**config.mk**
```make
export PLATFORM = sky130hd
export DESIGN_NAME = bw_clk_cclk_en_seq
export DESIGN_NICKNAME = d
export VERILOG_FILES = /design/src/rtl/bw_clk_cclk_en_seq.sv
export SDC_FILE = /design/constraint.sdc
export NUM_CORES = 1
export LEC_CHECK = 0
export BUFFER_PORTS_ARGS = -buffer_cell sky130_fd_sc_hd__buf_4
export CORE_UTILIZATION = 49
export CTS_CLUSTER_SIZE = 10
export DETAILED_ROUTE_END_ITERATION = 10
export GPL_ROUTABILITY_DRIVEN = 0
export HOLD_SLACK_MARGIN = 0.15
export PLACE_DENSITY_LB_ADDON = 0.2
export SLEW_MARGIN = 20
export SYNTH_ARGS = -nofsm -noshare
export SYNTH_HDL_FRONTEND = slang
export SYNTH_SLANG_ARGS = --single-unit
```
**constraint.sdc**
```tcl
create_clock -name rclk -period 1.64 [get_ports rclk]
set_input_delay 0.41 -clock rclk [delete_from_list [all_inputs] [get_ports rclk]]
set_output_delay 0.41 -clock rclk [all_outputs]
set_load 0.02 [all_outputs]
```
**src/rtl/bw_clk_cclk_en_seq.sv**
```systemverilog
// Staggered enable sequencer for the cluster-clock inverter branches.
// Branch enables ramp up/down one bit at a time, S=max(stagger,1) cycles apart.
module bw_clk_cclk_en_seq #(
    parameter int NBR   = 8,
    parameter int DLY_W = 4
) (
    input  logic             rclk,
    input  logic             arst_l,
    input  logic             clk_req,
    input  logic [DLY_W-1:0] stagger,
    input  logic             force_on,
    output logic [NBR-1:0]   br_en,
    output logic             clk_ack,
    output logic             busy
);

    typedef enum logic [1:0] {
        ST_OFF = 2'd0,
        ST_UP  = 2'd1,
        ST_ON  = 2'd2,
        ST_DN  = 2'd3
    } state_t;

    localparam logic [DLY_W-1:0] CNT_ONE = DLY_W'(1);

    state_t           state_r;
    state_t           state_nx_s;
    logic [NBR-1:0]   therm_r;
    logic [NBR-1:0]   therm_nx_s;
    logic [DLY_W-1:0] cnt_r;
    logic [DLY_W-1:0] cnt_nx_s;
    logic [DLY_W-1:0] reload_s;
    logic             ack_r;
    logic             busy_r;

    // Grow the thermometer by one bit from the bottom.
    function automatic logic [NBR-1:0] therm_up(input logic [NBR-1:0] t);
        return {t[NBR-2:0], 1'b1};
    endfunction

    // Shrink the thermometer by clearing its highest set bit.
    function automatic logic [NBR-1:0] therm_dn(input logic [NBR-1:0] t);
        return {1'b0, t[NBR-1:1]};
    endfunction

    // A stagger of zero behaves as one, so the reload value saturates at zero.
    assign reload_s = (stagger == {DLY_W{1'b0}}) ? {DLY_W{1'b0}} : (stagger - CNT_ONE);

    // Next-state, thermometer and stagger-counter logic.
    always_comb begin
        state_nx_s = state_r;
        therm_nx_s = therm_r;
        cnt_nx_s   = cnt_r;
        case (state_r)
            ST_OFF: begin
                if (clk_req) begin
                    therm_nx_s = therm_up(therm_r);
                    cnt_nx_s   = reload_s;
                    state_nx_s = ST_UP;
                end else begin
                    state_nx_s = ST_OFF;
                end
            end
            ST_UP: begin
                if (!clk_req) begin
                    // Reversal: enables hold this edge, first step down is S later.
                    cnt_nx_s   = reload_s;
                    state_nx_s = ST_DN;
                end else if (cnt_r != {DLY_W{1'b0}}) begin
                    cnt_nx_s = cnt_r - CNT_ONE;
                end else begin
                    therm_nx_s = therm_up(therm_r);
                    cnt_nx_s   = reload_s;
                    if (therm_r[NBR-2]) begin
                        state_nx_s = ST_ON;
                    end else begin
                        state_nx_s = ST_UP;
                    end
                end
            end
            ST_ON: begin
                if (!clk_req) begin
                    therm_nx_s = therm_dn(therm_r);
                    cnt_nx_s   = reload_s;
                    state_nx_s = ST_DN;
                end else begin
                    state_nx_s = ST_ON;
                end
            end
            ST_DN: begin
                if (clk_req) begin
                    cnt_nx_s   = reload_s;
                    state_nx_s = ST_UP;
                end else if (cnt_r != {DLY_W{1'b0}}) begin
                    cnt_nx_s = cnt_r - CNT_ONE;
                end else begin
                    therm_nx_s = therm_dn(therm_r);
                    cnt_nx_s   = reload_s;
                    if (!therm_r[1]) begin
                        state_nx_s = ST_OFF;
                    end else begin
                        state_nx_s = ST_DN;
                    end
                end
            end
            default: begin
                state_nx_s = ST_OFF;
                therm_nx_s = {NBR{1'b0}};
                cnt_nx_s   = {DLY_W{1'b0}};
            end
        endcase
    end

    // State, thermometer, counter and status flags, all on rclk.
    always_ff @(posedge rclk or negedge arst_l) begin
        if (!arst_l) begin
            state_r <= ST_OFF;
            therm_r <= {NBR{1'b0}};
            cnt_r   <= {DLY_W{1'b0}};
            ack_r   <= 1'b0;
            busy_r  <= 1'b0;
        end else begin
            state_r <= state_nx_s;
            therm_r <= therm_nx_s;
            cnt_r   <= cnt_nx_s;
            ack_r   <= (state_nx_s == ST_ON);
            busy_r  <= (state_nx_s == ST_UP) || (state_nx_s == ST_DN);
        end
    end

    // Test override bypasses the sequencer without disturbing it.
    assign br_en   = therm_r | {NBR{force_on}};
    assign clk_ack = ack_r;
    assign busy    = busy_r;

endmodule

```
Word level (Yosys, flattened, before mapping). Cells that the tools add are included.

Add/sub/neg operators: 2. Equal/unequal tests: 12. Muxes and demuxes: 23. Bitwise logic cells: 1. Reduce and logical (&&, ||, !) cells: 6.

Operator list (count): 2-to-1 mux 8 bit (6); one-hot mux 8 bit (4 select lines) (1); 2-to-1 mux 4 bit (6); one-hot mux 4 bit (4 select lines) (1); 2-to-1 mux 2 bit (6); inequality test 2 bit (second input constant) (6); == test 2 bit (second input constant) (4); OR 8 bit (1); one-hot mux 2 bit (4 select lines) (1); subtractor 4 x 1 -> 4 bit (second input constant) (2); AND reduction 6 bit (1); == test 2 x 1 -> 1 bit (second input constant) (2); zero test 4 bit (1); nonzero test 4 bit (1); zero test 2 bit (1); 2-to-1 mux 1 bit (2); AND reduction 2 bit (1); logical OR 1 bit (1).

Bits in registers: 16. Input port bits: 8. Output and inout port bits: 10. Logic and storage cells: 49.

Depth between registers and ports, before layout.
Word-level depth: 6. Mapped depth: 7. Depth with buffers taken out: 6.

Worst setup path before layout. No wires, ideal clock.

Path kind: reg-to-reg. Start point: reg cnt_r[0]. End point: reg therm_r[6]. Setup time: 73 ps. Data arrival time: 1492 ps. Data required time: 1567 ps. Setup slack: 75 ps. Cell stages (with the launch flop): 8. Path buffers: 1. Period minus slack after synthesis: 1565 ps. Cell sequence: dfrtp_1 -> inv_1 -> ha_1 -> or3b_4 -> a21oi_4 -> buf_6 -> nor2_1 -> a21oi_2.

Cells in the longest elaborated chain, start to end: 3. Elaborated cells between the ends (all ways): 4. Those cells by class: eq/ne: 2; reduce/logical: 2.

RTL lines: start, declared (RTL line 30) `logic [DLY_W-1:0] cnt_r;`; start signal, assigned (RTL line 119) `cnt_r <= {DLY_W{1'b0}};`; start signal, assigned (RTL line 125) `cnt_r <= cnt_nx_s;`; nonzero test 4 bit (*) (RTL line 69, 94); inequality test 2 bit (no line); AND reduction 6 bit (no line) (*); end signal, assigned (RTL line 118) `therm_r <= {NBR{1'b0}};`; end signal, assigned (RTL line 124) `therm_r <= therm_nx_s;`; end, declared (RTL line 28) `logic [NBR-1:0] therm_r;`.

Every way passes the cells marked *; elsewhere a longest branch is shown, timed or not. A chain may end at the register's enable or synchronous reset.

Worst setup path in the final report.
Start point: reg cnt_r[1]. End point: reg therm_r[5].

Same word-level chain as after synthesis.

==> impl.org <==
** Route
- Number of DRC violations after detailed routing :: 0
- Overall via count from detail_route :: 979
- Average via count per standard cell :: ~5.5
- Antenna Violating Nets Remaining :: 0
- Wire length per cell after detailed routing :: roughly 14 um
- Iteration-0 DRC count of the detailed router :: 20
- Wirelength, routed :: roughly 2.5 mm
- Pre-antenna DRT Iters :: 4

** Yosys
- Counting flops with an async set or reset pin after synthesis yields a share of 1.00.
- Xor/xnor cell area share of the yosys netlist :: 0.0234
- Counting flops with a built-in enable in the synthesized netlist gives 0.
- Counting every net in the synthesized netlist gives approximately 130.
- Fraction of the mapped netlist area in compound gates :: 0.198
- By area, the combinational part of the netlist is dominated by simple AND/OR/NAND/NOR gates.
- After technology mapping, the gate count stands at 120.
- Number of synthesis warnings :: 0
- Of the total synthesized cell area, the portion taken by AND, OR, NAND and NOR gates is 0.222.
- Synthesis inferred 16 register bits.
- Synthesis instantiated 34 different standard cells from the library.
- Synthesized cell area :: around 1100 um2
- Post-synthesis share of cell area spent on full adders, half adders and majority gates :: 0.0351
- Mean Syn Cell Area :: approximately 9 um2
- In the synthesized netlist the dominant register cell turns out to be sky130_fd_sc_hd__dfrtp_1.
- For this run, the register share of the synthesized area comes to 0.374.
- Measured against the total synthesized area, the mux share comes to 0.0947.

** CTS
- Number of buffers inserted during clock tree synthesis :: 3
- In this run the deepest clock path goes through 2 buffers.
- The later pin in the worst-skew pair is clocked with a latency of 0.29 ns.
- TritonCTS built the clock tree.
- In this run the number of H-tree levels came out at 1.
- After clock tree synthesis, the clock-pin slew on the worst setup and hold paths is approximately 0.1 ns.
- Clock sink total :: 16
- In this run the clock root is driven by a sky130_fd_sc_hd__clkbuf_4.

** Pwr
- The design draws 2.62 mW.
- Pwr dens :: roughly 1900 nW/um2
- VDD IR-drop max :: slightly above 1 mV
- The analysis attributes to cell leakage a power of between 0.6 and 0.7 nW.

** Timing
- Worst-case headroom to the max-slew limit :: 0.673
- Highest attainable clock frequency :: 0.605 GHz
- In the post-route analysis, the smallest setup slack over all paths is -0.0115 ns.
- Minimum period implied by the final worst setup slack :: approximately 1.7 ns
- The number of failing hold endpoints at the final stage was 0.
- Finish-stage setup viols :: 3
- Crit share post-route :: 1.01
- Pins over their slew limit :: 0
- For the final database, setup skew stands at about 0.0073 ns.
- Slew at the pin with the worst max-slew slack :: about 0.48 ns
- RSZ-0062 raised after global routing :: true

** Place
- The HPWL after detailed placement is roughly 1.8 mm.
- In this run the tool buffered the top-level ports with 17 buffer cells.
- Timing analysis after detailed placement gives a worst setup slack of 0.00129 ns.

** Floorplanning
- The die covers roughly 2400 um2.
- Number of placed I/O pins :: 18
- Area of the core :: approximately 2000 um2
- Chip Width :: ~49 um
- Number of cell rows :: 16
- The die is between 40 and 50 um tall.
- The initial utilization of the core area, before any placement, comes to 0.534.

** Global routing
- Pin count of the biggest net entering global routing :: 17
- Via count of the first global-routing pass :: 882
- The total overflow left after global routing is 0.
- The initial antenna violation count was 0.
- Across every metal layer, demand over resource in global routing totals 0.224.
- The first global-routing pass estimated between 4 and 5 mm of wire.

** Hold path
- The path class of the tightest hold or removal check is in2reg.

** Layout
- Most frequent standard cell in the layout excluding fill and tap cells :: sky130_fd_sc_hd__buf_4
- Fraction of final layout cells sized beyond drive strength 1 :: 0.382
- After the last flow step, the layout net total stands at 164.
- 0 antenna diodes ended up in the layout.
- Post-layout util :: 0.704
- The library cells used most frequently in the layout, excluding fill and tap cells, are 30 x sky130_fd_sc_hd__buf_4, 15 x sky130_fd_sc_hd__dfrtp_1, 10 x sky130_fd_sc_hd__nor2_1.
- Area added between synthesis and finish :: 31.7%

** Worst setup path
- Cell type group with the largest total delay on the critical path :: simple AND/OR/NAND/NOR gates
- Data on the critical path is required at its endpoint by 1.85 ns.
- Data arrives at the worst endpoint at about 1.9 ns.
- STA classifies the critical path startpoint as a register.
- Worst-path cell chain :: inv_2 > ha_4 > or3b_4 > a21oi_4 > buf_12 > nor2_1 > a21oi_1
- The largest single stage delay on the critical path is 0.42 ns.
- CP bufs+invs :: 2
- Category of the most critical setup path :: reg2reg
- The slowest stage of the critical path belongs to the cell sky130_fd_sc_hd__dfrtp_1.
- Maximum fanout count along the critical path :: 6
- Critical path endpoint category :: register

** Status
- The final reports fail on setup timing.
- The flow ran to the end, but the final reports show violations.

** Job
- Number of max-cap violations :: 0
-- repair_timing --
item / in CTS / in global routing
buffers inserted: 0 / 7
gates cloned: 0 / 1
pin swaps: 1 / 1
endpoints found under the hold margin: 16 / 0
gates resized for setup: 1 / 6
hold buffers: 1 / 0
setup endpoints to repair: 6 / 16
-- flip-flops by register name, summed over array words and instances (netlist names) --
name / count
therm_r: 8
busy: 1
cnt_r: 4
clk_ack: 1
state_r: 2
-- cells by family after synthesis --
family / count (synthesis)
AOI/OAI and AO/OA: 31
xor gates and xnor gates: 2
adders and majority gates: 3
buffers and inverters: 12
DFF: 16
muxes: 10
and+or+nand+nor: 46
-- final timing paths --
| path | slack [ns] | depth (start not counted) | from | to |
|---|---|---|---|---|
| worst max-delay path | -0.01 | 7 | cnt_r[1]$_DFFE_PN0P_ | therm_r[5]$_DFFE_PN0P_ |
| worst min-delay path | 0.48 | 4 | stagger[0] | cnt_r[0]$_DFFE_PN0P_ |
| max in group asynchronous | 0.93 | 2 | arst_l | therm_r[1]$_DFFE_PN0P_ |
| min in group asynchronous | 0.51 | 2 | arst_l | state_r[0]$_DFF_PN0_ |
| worst min register to register | 0.60 | 2 | therm_r[5]$_DFFE_PN0P_ | therm_r[5]$_DFFE_PN0P_ |
| worst max register to register | -0.01 | 7 | cnt_r[1]$_DFFE_PN0P_ | therm_r[5]$_DFFE_PN0P_ |
-- report_power, final --
part           switching, mW  internal, mW  leakage, nW
registers              0.170         0.566        0.175
logic                  0.829         0.790        0.422
clock network          0.129         0.135       0.0210
total                   1.13          1.49        0.618
-- worst register-to-register path, cell delays in order, from the launching register on --
cell	delay, ns
sky130_fd_sc_hd__dfrtp_1	0.42
sky130_fd_sc_hd__inv_2	0.09
sky130_fd_sc_hd__ha_4	0.13
sky130_fd_sc_hd__or3b_4	0.41
sky130_fd_sc_hd__a21oi_4	0.24
sky130_fd_sc_hd__buf_12	0.15
sky130_fd_sc_hd__nor2_1	0.04
sky130_fd_sc_hd__a21oi_1	0.11
-- metrics by stage --
stage	std cells	cell area [um2]	setup TNS, ns	hold WS (ns)
CTS	171	1310	0	0.468
floorplan	120	1070	0	0.114
detailed placement	166	1270	0	0.282
global route	179	1410	-0.385	0.463
global placement	166	1270	0	0.280
finish	179	1410	-0.0216	0.475
-- cell usage after synthesis, types with 2 or more instances --
cell / count / area share
sky130_fd_sc_hd__dfrtp_1: 16 / 0.37
sky130_fd_sc_hd__o21ai_1: 2 / 0.0094
sky130_fd_sc_hd__inv_1: 7 / 0.025
sky130_fd_sc_hd__or2_2: 8 / 0.047
sky130_fd_sc_hd__nor2b_1: 2 / 0.012
sky130_fd_sc_hd__o22ai_1: 2 / 0.012
sky130_fd_sc_hd__ha_1: 3 / 0.035
sky130_fd_sc_hd__nor3b_1: 3 / 0.021
sky130_fd_sc_hd__mux2i_1: 9 / 0.084
sky130_fd_sc_hd__nand2_1: 8 / 0.028
sky130_fd_sc_hd__a21oi_1: 8 / 0.037
sky130_fd_sc_hd__nor2_1: 12 / 0.042
sky130_fd_sc_hd__clkbuf_1: 2 / 0.0070
sky130_fd_sc_hd__nor3_1: 4 / 0.019
sky130_fd_sc_hd__o21ai_0: 4 / 0.019
sky130_fd_sc_hd__nand3_1: 5 / 0.023
sky130_fd_sc_hd__a21oi_2: 4 / 0.033
sky130_fd_sc_hd__o211ai_1: 5 / 0.035
-- final cells by class --
type / instances / area (um2)
flip-flops and latches: 16 / 402
fillers: 154 / 593
well taps: 27 / 33.8
inverters: 7 / 26.3
clock buffers: 4 / 36.3
multi-input cells: 92 / 631
repair buffers: 33 / 280
-- per-layer routing --
metal | global-route usage | part of all wire
met1 | 0.300 | 0.48
met2 | 0.368 | 0.46
met3 | 0.0377 | 0.049
met5 | 0 | 0
met4 | 0.0686 | 0.011
Note: power is estimated with default switching activity, not from simulation.
